==> src/rtl/mem_arb_pkg.sv <==
// mem_arb_pkg: shared state encoding, port indices and AXI response codes for mem_arbiter2
package mem_arb_pkg;
  typedef enum logic [2:0] {IDLE, RD_ADDR, RD_DATA, WR_ADDR, WR_RESP} state_t;
  localparam int PORT_IF = 0;
  localparam int PORT_LSU = 1;
  localparam logic [1:0] OKAY = 2'b00;
  localparam logic [1:0] SLVERR = 2'b10;
endpackage

==> src/rtl/rr_arb2.sv <==
// rr_arb2: two-way picker; round-robin on a tie when RR=1, port 0 priority otherwise
module rr_arb2 #(
  parameter bit RR = 1'b1
) (
  input  logic [1:0] req,
  input  logic       last,
  input  logic       en,
  output logic [1:0] gnt,
  output logic       gnt_idx
);
  always_comb begin
    gnt_idx = (req == 2'b10) | ((req == 2'b11) & RR & !last);
    gnt = (en & |req) ? (gnt_idx ? 2'b10 : 2'b01) : 2'b00;
  end
endmodule

==> src/rtl/mem_arbiter2.sv <==
// mem_arbiter2: shares one AXI4-Lite slave between fetch (port 0) and LSU (port 1),
// one transaction outstanding, read beats write within a port
module mem_arbiter2
  import mem_arb_pkg::*;
#(
  parameter int ADDR_W = 32,
  parameter int DATA_W = 32,
  parameter bit RR     = 1'b1
) (
  input  logic                    clk,
  input  logic                    rstn,
  input  logic [2*ADDR_W-1:0]     s_araddr,
  input  logic [1:0]              s_arvalid,
  output logic [1:0]              s_arready,
  output logic [2*DATA_W-1:0]     s_rdata,
  output logic [3:0]              s_rresp,
  output logic [1:0]              s_rvalid,
  input  logic [1:0]              s_rready,
  input  logic [2*ADDR_W-1:0]     s_awaddr,
  input  logic [1:0]              s_awvalid,
  output logic [1:0]              s_awready,
  input  logic [2*DATA_W-1:0]     s_wdata,
  input  logic [2*DATA_W/8-1:0]   s_wstrb,
  input  logic [1:0]              s_wvalid,
  output logic [1:0]              s_wready,
  output logic [3:0]              s_bresp,
  output logic [1:0]              s_bvalid,
  input  logic [1:0]              s_bready,
  output logic [ADDR_W-1:0]       m_araddr,
  output logic                    m_arvalid,
  input  logic                    m_arready,
  input  logic [DATA_W-1:0]       m_rdata,
  input  logic [1:0]              m_rresp,
  input  logic                    m_rvalid,
  output logic                    m_rready,
  output logic [ADDR_W-1:0]       m_awaddr,
  output logic                    m_awvalid,
  input  logic                    m_awready,
  output logic [DATA_W-1:0]       m_wdata,
  output logic [DATA_W/8-1:0]     m_wstrb,
  output logic                    m_wvalid,
  input  logic                    m_wready,
  input  logic [1:0]              m_bresp,
  input  logic                    m_bvalid,
  output logic                    m_bready,
  output logic [2:0]              m_arprot,
  output logic [2:0]              m_awprot
);
  state_t state, state_n;
  logic g, rr_last, aw_done, w_done, win, rd_sel, rd, wr, aw_hs, w_hs;
  logic [1:0] req, gnt, sel;
  logic [ADDR_W-1:0] addr;
  logic [DATA_W-1:0] wdata;
  logic [DATA_W/8-1:0] wstrb;
  assign req = s_arvalid | (s_awvalid & s_wvalid);
  // rstn gates the grant so no ready can leak out while reset is held
  rr_arb2 #(.RR(RR)) u_arb (
    .req(req), .last(rr_last), .en((state == IDLE) & rstn), .gnt(gnt), .gnt_idx(win)
  );
  always_comb begin
    rd_sel = s_arvalid[win];
    sel = g ? 2'b10 : 2'b01;
    rd = state == RD_DATA;
    wr = state == WR_RESP;
    aw_hs = m_awvalid & m_awready;
    w_hs = m_wvalid & m_wready;
    s_arready = gnt & {2{rd_sel}};
    s_awready = gnt & {2{!rd_sel}};
    s_wready = gnt & {2{!rd_sel}};
    m_arvalid = state == RD_ADDR;
    m_awvalid = (state == WR_ADDR) & !aw_done;
    m_wvalid = (state == WR_ADDR) & !w_done;
    m_araddr = addr;
    m_awaddr = addr;
    m_wdata = wdata;
    m_wstrb = wstrb;
    s_rvalid = sel & {2{rd & m_rvalid}};
    s_rdata = {2{m_rdata}} & {{DATA_W{sel[1] & rd}}, {DATA_W{sel[0] & rd}}};
    s_rresp = {2{m_rresp}} & {{2{sel[1] & rd}}, {2{sel[0] & rd}}};
    m_rready = rd & s_rready[g];
    s_bvalid = sel & {2{wr & m_bvalid}};
    s_bresp = {2{m_bresp}} & {{2{sel[1] & wr}}, {2{sel[0] & wr}}};
    m_bready = wr & s_bready[g];
    m_arprot = 3'b000;
    m_awprot = 3'b000;
  end
  always_comb begin
    state_n = state;
    case (state)
      IDLE:    if (|gnt) state_n = rd_sel ? RD_ADDR : WR_ADDR;
      RD_ADDR: if (m_arready) state_n = RD_DATA;
      RD_DATA: if (m_rvalid & s_rready[g]) state_n = IDLE;
      WR_ADDR: if ((aw_done | aw_hs) & (w_done | w_hs)) state_n = WR_RESP;
      WR_RESP: if (m_bvalid & s_bready[g]) state_n = IDLE;
      default: state_n = IDLE;
    endcase
  end
  always_ff @(posedge clk or negedge rstn) begin
    if (!rstn) begin
      state <= IDLE;
      g <= 1'b0;
      rr_last <= 1'b1;
      aw_done <= 1'b0;
      w_done <= 1'b0;
      addr <= '0;
      wdata <= '0;
      wstrb <= '0;
    end else begin
      state <= state_n;
      aw_done <= (state == WR_ADDR) & (state_n == WR_ADDR) & (aw_done | aw_hs);
      w_done <= (state == WR_ADDR) & (state_n == WR_ADDR) & (w_done | w_hs);
      if (|gnt) begin
        g <= win;
        rr_last <= win;
        addr <= rd_sel ? (win ? s_araddr[2*ADDR_W-1:ADDR_W] : s_araddr[ADDR_W-1:0])
                       : (win ? s_awaddr[2*ADDR_W-1:ADDR_W] : s_awaddr[ADDR_W-1:0]);
        wdata <= win ? s_wdata[2*DATA_W-1:DATA_W] : s_wdata[DATA_W-1:0];
        wstrb <= win ? s_wstrb[2*DATA_W/8-1:DATA_W/8] : s_wstrb[DATA_W/8-1:0];
      end
    end
  end
endmodule
==> config.mk <==
export PLATFORM = sky130hd
export DESIGN_NAME = mem_arbiter2
export DESIGN_NICKNAME = d
export VERILOG_FILES = /design/src/rtl/mem_arb_pkg.sv /design/src/rtl/rr_arb2.sv /design/src/rtl/mem_arbiter2.sv
export SDC_FILE = /design/constraint.sdc
export NUM_CORES = 1
export LEC_CHECK = 0
export CORE_AREA = 5 5 170 172
export DETAILED_ROUTE_END_ITERATION = 16
export DIE_AREA = 0 0 175 177
export PLACE_DENSITY = 0.64
export REMOVE_ABC_BUFFERS = 1
export SLEW_MARGIN = 10
export SYNTH_ARGS = -nofsm -noshare
export SYNTH_HDL_FRONTEND = slang
export SYNTH_SLANG_ARGS = --single-unit
==> constraint.sdc <==
create_clock -name clk -period 2.1 [get_ports clk]
set_input_delay 0.315 -clock clk [delete_from_list [all_inputs] [get_ports clk]]
set_output_delay 0.315 -clock clk [all_outputs]
set_load 0.005 [all_outputs]
==> results.toml <==
[clocking]
cts.sinks = 75
cts.path.max_buffers = 2
clk_latency_ns = 0.35
cts_max_level = 3
cts_tree = "built"
clk_pin_slew_ns = 0.07
cts_root_buf = "clkbuf_16"
cts_hold_repair.buffers = 0
cts_made_buffers = 9

[die]
die_h_um = 177
die_area_um2 = 31000
rows = 61
start_util_pct = 17.7
die_w_um = 175
io_pins = 446
core_area_um2 = 27300

[detailed_routing]
drtAntennaViolNets = 0
dr.pass1.iters = 4
drc = 0
wl_per_cell_um = 19.9
routed-via-count = 5825
avgViaCountPerCell = 4.34
finalWirelength_um = 26600
first_iter_violations = 177

[logic_synthesis]
syn_avg_cell_area_um2 = 8.70
synthArstFlopShare_pct = 100
ys_warn_count = 0
synth_cells = 556
synth_cell_types = 34
synth_sequential_area_ratio_pct = 38.8
synth_area_leaders = "dfrtp_1 38%, and2_1 9.6%, mux2i_1 7.9%"
synth-main-ff-cell = "dfrtp_1"
syn_area_um2 = 4840
synth-edff-count = 0
ys_seq_elements = 75
synth_top_area_cell = "dfrtp_1"
synth_top_area_share_pct = 38.3

[timing]
tightest_slew_ns = 0.726
fin_worst_skew_ns = 0.0132
min_period_over_period_pct = 107
rsz0062_at_grt = "true"
max-slew-margin-rel_pct = 51.6
timing.final.ws_setup_ns = -0.155
setup_violations = 5
hold_viol_final = 0
hold_ws_ns = 0.0283
slew_viol_final = 0
fin_crit_ns = 2.26
timing.fmax_ghz = 0.443

[grt]
grt_max_degree = 55
antenna_found_initial = 1
grt_pass1_vias = 5994
gr-total-overflow = 0
grt_use_total_pct = 15.8
grt_pass1_wl_um = 37800

[final_layout]
area_delta_synth_final_pct = 112
finalCoreUtilization_pct = 37.6
final_cell_area_um2 = 10300
drive_above_1_share_pct = 23.8
fillers = 2779
nets = 1242
final_common_cell = "clkdlybuf4s50_1"
mostFrequentLayoutCells = "351 x clkdlybuf4s50_1, 74 x dfrtp_1, 73 x nand2_1"

[placement]
dp_slack_ns = -0.201
post_dp_cell_area_um2 = 9510
portBuffers = 439
place_congestion = 0.832
dp_hpwl_um = 19700

[critical_path]
worstPathArrival_ns = 1.94
critPathMaxFanout = 3
worstSetupPathType = "register to output pin"
required_ns = 1.78
cp-end-kind = "output pin"
start_kind = "register"

[pwr]
p_total_mw = 11.0
vdd_drop_max_v = 0.000564
leakagePower_nw = 4.49
powerDensity_nw_per_um2 = 1070

[outcome]
status = "finished with violations"
violations = "setup timing"

[worst_hold_path]
worstHoldPathType = "primary input to asynchronous set/reset pin"

[run]
cap_violations = 0
power breakdown:
part	total [mW]	leakage (nW)	internal, mW	switching (mW)
combinational	6.74	3.43	4.08	2.66
clock	1.59	0.137	0.924	0.668
sequential	2.68	0.932	2.13	0.554
total	11.0	4.49	7.13	3.88
area by class of cell:
class	instances	area (um^2)	area share, %
clock buffers	12	236	2.30
well taps	346	433	4.21
clock inverters	4	51.3	0.499
flip-flops and latches	75	1880	18.3
repair buffers	497	4980	48.4
inverters	1	3.75	0.0365
diodes	1	2.50	0.0243
multi-input cells	405	2690	26.2
flip-flops by register name (all words and copies together) (netlist names):
| name | flops |
|---|---|
| m_araddr | 32 |
| m_wdata | 32 |
| m_wstrb | 4 |
| state | 3 |
| aw_done | 1 |
| g | 1 |
| rr_last | 1 |
| w_done | 1 |
final timing paths:
path	end	cells past startpoint	slack (ns)	startpoint
worst max-delay path	s_awready[0]	4	-0.16	state[2]
worst min-delay path	m_araddr[17]	2	0.03	rstn
worst max register to register	m_araddr[31]	8	0	state[2]
worst min register to register	m_wdata[17]	2	0.48	m_wdata[17]
max in group asynchronous	m_wdata[1]	3	1.07	rstn
min in group clk	m_wdata[17]	2	0.48	m_wdata[17]
stage by stage:
step | cells | setup TNS, ns
finish | 1341 | -0.450
global route | 1341 | -2.79
CTS | 1336 | -1.59
detailed placement | 1294 | -6.59
global placement | 1294 | -5.93
floorplan | 481 | -82.64
metal layers:
layer  wire, um  share of wire (%)  track usage (%)  up-vias
li1           -                  -                -     2748
met1      11000                 41             20.0     2728
met2      12900                 49             26.9      305
met3       1970                7.4             4.14       44
met4        750                2.8             4.39        0
met5          0                  0                0        -
worst max-delay path, cell delays in order, from the launching register on:
cell     delay [ns]
dfrtp_1        0.40
buf_4          0.14
or4b_4         0.56
nor4_4         0.33
buf_2          0.18
synthesized netlist by cell type, types with 2 or more instances:
| library cell | instances |
|---|---|
| nand3_1 | 2 |
| nor3b_1 | 2 |
| and3_1 | 5 |
| buf_2 | 7 |
| o22ai_1 | 34 |
| o21ai_0 | 64 |
| and2_1 | 74 |
| o31ai_2 | 24 |
| nand2_1 | 75 |
| a21oi_1 | 3 |
| mux2i_1 | 38 |
| buf_4 | 40 |
| clkbuf_1 | 21 |
| buf_6 | 9 |
| dfrtp_1 | 74 |
| clkbuf_2 | 3 |
| o31ai_1 | 8 |
| nor2_1 | 48 |
| nand2b_1 | 2 |
| a21o_1 | 2 |
| o21ai_1 | 8 |
timing repair:
item,4_1_cts,5_1_grt
setup endpoints to repair,84,83
gates cloned,8,6
setup buffers,20,6
gates resized for setup,339,115
pin swaps,18,26
logic make-up (layout without fill, tap and decap cells):
| logic type | Yosys count | count (layout) | synth area share (%) |
|---|---|---|---|
| and+or+nand+nor | 213 | 213 | 21.3 |
| AOI/OAI and AO/OA | 148 | 148 | 20.9 |
| buffers and inverters | 81 | 514 | 11.0 |
| DFF | 75 | 75 | 38.8 |
| muxes | 38 | 38 | 7.86 |
| other | 1 | 7 | 0.0775 |
(Power assumes the default switching activity.)
